File: src/rtl/alu_arbiter.sv
// alu_arbiter: round-robin sharing of one combinational ALU between two
// requesters. Operands and control are registered toward the ALU, each op is
// held for a class-dependent number of cycles, and the captured result is
// returned with the owning requester's id.
module alu_arbiter #(
   parameter int N        = 32,
   parameter int SLOW_LAT = 4,
   parameter int FAST_LAT = 1
) (
   input  logic         clk,
   input  logic         rst_n,
   input  logic [1:0]   req_valid,
   output logic [1:0]   req_ready,
   input  logic [N-1:0] req_a0,
   input  logic [N-1:0] req_b0,
   input  logic [N-1:0] req_a1,
   input  logic [N-1:0] req_b1,
   input  logic [5:0]   req_op0,
   input  logic [5:0]   req_op1,
   output logic [N-1:0] alu_a,
   output logic [N-1:0] alu_b,
   output logic [5:0]   alu_ctrl,
   input  logic [N-1:0] alu_result,
   output logic         rsp_valid,
   input  logic         rsp_ready,
   output logic         rsp_id,
   output logic [N-1:0] rsp_data,
   output logic         rsp_err,
   output logic         busy
);

   typedef enum logic [1:0] {IDLE, EXEC, RESP} state_t;

   // Counter preload is L-1: the edge on which the counter reads zero is the
   // L-th edge after accept, which is where the result is captured.
   localparam logic [3:0] FAST_CNT = 4'(FAST_LAT - 1);
   localparam logic [3:0] SLOW_CNT = 4'(SLOW_LAT - 1);

   state_t         state_q;
   logic           rr_q;
   logic [3:0]     cnt_q;
   logic [N-1:0]   alu_a_q, alu_b_q, rsp_data_q;
   logic [5:0]     alu_ctrl_q;
   logic           rsp_valid_q, rsp_id_q, rsp_err_q;

   logic           accept_d, grant_d;
   logic [N-1:0]   sel_a_d, sel_b_d;
   logic [5:0]     sel_op_d;

   function automatic logic op_legal(input logic [5:0] op);
      case (op)
         6'b000001, 6'b000010, 6'b000110, 6'b000111,
         6'b000100, 6'b000101: return 1'b1;
         default:              return 1'b0;
      endcase
   endfunction

   function automatic logic op_slow(input logic [5:0] op);
      return (op == 6'b000100) || (op == 6'b000101);
   endfunction

   // Grant selection: a lone requester wins, contention goes to the RR pointer.
   // req_ready is gated by rst_n so every output reads 0 while reset is held.
   always_comb begin
      grant_d   = (req_valid == 2'b11) ? rr_q : req_valid[1];
      accept_d  = rst_n && (state_q == IDLE) && (|req_valid);
      req_ready = accept_d ? (grant_d ? 2'b10 : 2'b01) : 2'b00;
      sel_a_d   = grant_d ? req_a1  : req_a0;
      sel_b_d   = grant_d ? req_b1  : req_b0;
      sel_op_d  = grant_d ? req_op1 : req_op0;
   end

   // Sequencer: accept in IDLE, count down in EXEC, hold response in RESP.
   always_ff @(posedge clk or negedge rst_n) begin
      if (!rst_n) begin
         state_q     <= IDLE;
         rr_q        <= 1'b0;
         cnt_q       <= 4'd0;
         alu_a_q     <= '0;
         alu_b_q     <= '0;
         alu_ctrl_q  <= 6'd0;
         rsp_valid_q <= 1'b0;
         rsp_id_q    <= 1'b0;
         rsp_data_q  <= '0;
         rsp_err_q   <= 1'b0;
      end else begin
         case (state_q)
            IDLE: begin
               if (accept_d) begin
                  alu_a_q  <= sel_a_d;
                  alu_b_q  <= sel_b_d;
                  rsp_id_q <= grant_d;
                  rr_q     <= ~grant_d;
                  if (op_legal(sel_op_d)) begin
                     alu_ctrl_q <= sel_op_d;
                     cnt_q      <= op_slow(sel_op_d) ? SLOW_CNT : FAST_CNT;
                     state_q    <= EXEC;
                  end else begin
                     // Illegal code never reaches the ALU; respond at once.
                     alu_ctrl_q  <= 6'd0;
                     cnt_q       <= 4'd0;
                     rsp_err_q   <= 1'b1;
                     rsp_data_q  <= '0;
                     rsp_valid_q <= 1'b1;
                     state_q     <= RESP;
                  end
               end
            end
            EXEC: begin
               if (cnt_q == 4'd0) begin
                  rsp_data_q  <= alu_result;
                  rsp_err_q   <= 1'b0;
                  rsp_valid_q <= 1'b1;
                  state_q     <= RESP;
               end else begin
                  cnt_q <= cnt_q - 4'd1;
               end
            end
            RESP: begin
               if (rsp_ready) begin
                  rsp_valid_q <= 1'b0;
                  alu_ctrl_q  <= 6'd0;
                  state_q     <= IDLE;
               end
            end
            default: state_q <= IDLE;
         endcase
      end
   end

   assign alu_a     = alu_a_q;
   assign alu_b     = alu_b_q;
   assign alu_ctrl  = alu_ctrl_q;
   assign rsp_valid = rsp_valid_q;
   assign rsp_id    = rsp_id_q;
   assign rsp_data  = rsp_data_q;
   assign rsp_err   = rsp_err_q;
   assign busy      = (state_q != IDLE);

endmodule

File: config.mk
export PLATFORM = sky130hd
export DESIGN_NAME = alu_arbiter
export DESIGN_NICKNAME = d
export VERILOG_FILES = /design/src/rtl/alu_arbiter.sv
export SDC_FILE = /design/constraint.sdc
export NUM_CORES = 1
export LEC_CHECK = 0
export CELL_PAD_IN_SITES_DETAIL_PLACEMENT = 1
export CELL_PAD_IN_SITES_GLOBAL_PLACEMENT = 2
export CORE_MARGIN = 2
export CORE_UTILIZATION = 20
export DETAILED_ROUTE_END_ITERATION = 10
export HOLD_SLACK_MARGIN = 0.08
export MAX_ROUTING_LAYER = met4
export PLACE_DENSITY_LB_ADDON = 0.1
export SYNTH_ARGS = -nofsm -noshare
export SYNTH_HDL_FRONTEND = slang
export SYNTH_SLANG_ARGS = --single-unit
File: constraint.sdc
create_clock -name clk -period 2 [get_ports clk]
set_clock_uncertainty 0.1 [all_clocks]
set_input_delay 0.2 -clock clk [delete_from_list [all_inputs] [get_ports clk]]
set_output_delay 0.2 -clock clk [all_outputs]
set_load 0.05 [all_outputs]
==> impl_metrics.py <==
metrics = {
    "placed_design": {
        "io_buffer_count": 284,
        "place.gp.congestion": 0.7731,
        "place_area_um2": 8770,
        "place_ws_ns": -0.1225,
        "dp_hpwl_um": 15530,
        "place_inst": 1123,
    },
    "worst_setup_path": {
        "arrival_ns": 2.21,
        "cp-startpoint": "cnt_q[0]$_DFFE_PN0P_",
        "end_kind": "register",
        "path_cells": "inv_2 -> ha_4 -> or3b_4 -> buf_12 -> a211o_4 -> a22oi_2 -> o21ai_1",
        "reg2regPathDepth": 7,
        "slowest_delay_ns": 0.42,
        "crit_type": "reg -> reg",
        "path_depth": 7,
        "reg2reg_slack_ns": -0.09,
        "crit_path_top_delay_cell": "a211o_4",
        "cp_top_family": "compound AO/OA/AOI/OAI gates",
        "worst-path-buf-inv": 2,
        "critPathMaxFanout": 8,
        "r2r-start": "cnt_q[0]$_DFFE_PN0P_",
        "cp-start-kind": "register",
        "required_ns": 2.12,
    },
    "routing": {
        "drc": 0,
        "avgViaCountPerCell": 4.406,
        "wl_per_cell_um": 18.54,
        "drtAntennaViolNets": 0,
        "num_vias": 5089,
        "drt_wl_total_um": 21410,
        "drtPass1Iterations": 4,
        "drt_iter0_markers": 234,
    },
    "layout": {
        "fin_util_pct": 36.47,
        "fin_area_um2": 9478,
        "fin_nets": 993,
        "drive_gt1_share_pct": 14.91,
        "seq_area_um2": 2803,
        "stdcell_count": 1155,
        "nFillCells": 2893,
        "syn_to_final_growth_pct": 79.29,
        "multiInputGateArea_um2": 2527,
    },
    "yosys": {
        "synth.top_cell.area_share_pct": 53.02,
        "synth_nets": 686,
        "yosys-top-cells-count": "dfrtp_1, nand2_1, o21ai_0",
        "synth_edf_count": 0,
        "avgSynthCellArea_um2": 10.43,
        "synthXorXnorAreaFrac_pct": 0.6627,
        "netlist_instances": 507,
        "syn-cell-area_um2": 5286,
        "yosys_register_bits": 112,
        "synth_ff_type": "dfrtp_1",
        "synth_cell_types": 42,
        "async_flop_share_pct": 100.0,
        "yosys-top-cells-area": "dfrtp_1, mux2i_1, o21ai_0",
        "yosysTopAreaCell": "dfrtp_1",
        "yosysSeqAreaShare_pct": 53.02,
        "synth_compound_area_share_pct": 17.47,
        "yosysMostFrequentCell": "dfrtp_1",
        "synth_top_family_by_area": "compound AO/OA/AOI/OAI gates",
        "yosys_warnings": 0,
        "synthSimpleGateAreaFrac_pct": 11.83,
        "synth_fa_ha_area_share_pct": 0.4734,
        "yosys-mux-area-fraction_pct": 12.50,
    },
    "timing": {
        "worstMarginPinSlew_ns": 0.9845,
        "rsz0062_at_grt": "true",
        "worst_slack_ns": -0.09113,
        "finalSetupViolCount": 30,
        "min_period_ns": 2.091,
        "fmax_mhz": 478.2,
        "fin_hold_ws_ns": 0.3222,
        "period_share_pct": 104.6,
        "relSlewSlack_pct": 34.23,
        "finalHoldViolations": 0,
        "slew_viol_final": 0,
    },
    "global_routing": {
        "grt_max_degree": 105,
        "grt_use_total_pct": 15.80,
        "grt_pass1_wl_um": 32960,
        "grt_pass1_vias": 5650,
        "antenna_found_initial": 2,
        "grt_overflow": 0,
    },
    "power_and_ir_drop": {
        "p_leak_nw": 3.996,
        "p_per_area_nw_per_um2": 1356,
        "ir_worst_vdd_uv": 617.8,
    },
    "hold_path": {
        "hold_path.class": "in -> async",
    },
    "clocking": {
        "clockRootBuffer": "clkbuf_16",
        "tritoncts": "done",
        "insertion_delay_ns": 0.35,
        "numClockSinks": 112,
        "htree_levels": 3,
        "numCtsBuffers": 9,
        "clkSlewWorstSetupHoldPaths_ns": 0.07,
        "clock_path_buffers": 2,
    },
    "floorplan": {
        "top_level_ports": 285,
        "initial_core_util_pct": 20.34,
        "coreArea_um2": 25980,
        "die_y_um": 166.6,
        "rows": 59,
        "die-area_um2": 27750,
        "die-width_um": 166.6,
    },
    "status": {
        "status": "finished with violations",
        "violations": "negative setup slack",
    },
    "flow_run": {
        "maxCapViolations": 0,
    },
}
==> state kept, by name, indices dropped and copies added (netlist names), 2 cells and up <==
signal	flops
alu_a	32
alu_b	32
alu_ctrl	6
cnt_q	4
rsp_data	32
state_q	2
==> worst paths after layout <==
kind                                            to
min reg2reg                  alu_b[23]$_DFFE_PN0P_
min                               rr_q$_DFFE_PN0P_
min in group clk                rsp_id$_DFFE_PN0P_
max                        rsp_data[7]$_DFFE_PN0P_
max in group asynchronous    alu_b[16]$_DFFE_PN0P_
max reg2reg                rsp_data[7]$_DFFE_PN0P_
==> stage by stage <==
step | power, mW | TNS, ns
floorplan | 7.895 | -0.4331
global placement | 10.80 | -0.5707
detailed placement | 10.87 | -2.346
CTS | 13.04 | -1.160
global route | 13.60 | -3.122
finish | 12.86 | -1.338
==> cells in the final DEF, fill, tap and decap left out, types with 3 or more instances in the layout <==
master	netlist	routed
nand2_1	70	68
and2_1	4	4
mux2i_1	66	66
dfrtp_1	112	112
clkbuf_16	0	10
clkdlybuf4s50_1	0	270
xor2_1	3	3
nand2b_1	33	32
inv_1	5	3
nand3_1	4	4
a211o_4	1	5
o21ai_0	67	65
a22oi_2	4	30
buf_4	1	37
o21ai_1	30	32
nor2_1	7	5
a211o_1	3	3
buf_12	0	14
buf_6	4	4
==> area by class of cell <==
type	instances	area share, %
repair buffers	330	35.96
clock buffers	11	2.561
well taps	335	4.422
multi-input cells	356	26.67
diodes	2	0.05281
clock inverters	4	0.5677
flip-flops and latches	112	29.57
inverters	5	0.1980
==> metal layers <==
layer / GRT usage, % / routed length (um) / up-vias
li1: - / - / 2414
met1: 18.60 / 8952 / 2477
met2: 26.07 / 10480 / 181
met3: 5.204 / 1702 / 17
met4: 4.048 / 276 / 0
met5: - / 0 / -
==> power by group <==
| part | switching [mW] | internal, mW | total [mW] |
|---|---|---|---|
| registers | 0.570 | 3.12 | 3.69 |
| clock network | 0.853 | 1.01 | 1.86 |
| logic | 4.70 | 2.60 | 7.30 |
| total | 6.13 | 6.73 | 12.9 |
==> cell families (layout without fill, tap and decap cells) <==
logic type | after synthesis | count (layout)
AOI/OAI and AO/OA | 151 | 155
xor gates and xnor gates | 4 | 4
adders and majority gates | 2 | 2
buffers and inverters | 43 | 350
DFF | 112 | 112
muxes | 66 | 66
other | 0 | 2
and+or+nand+nor | 129 | 129
==> timing repair <==
action | in CTS | in global routing
setup endpoints to repair | 33 | 36
hold buffers | 1 | 0
hold endpoints to repair | 112 | 0
cloned | 7 | 1
setup buffers | 7 | 1
gates resized for setup | 37 | 13
pin swaps | 16 | 7
No activity file was read; power rests on OpenSTA's default activity.
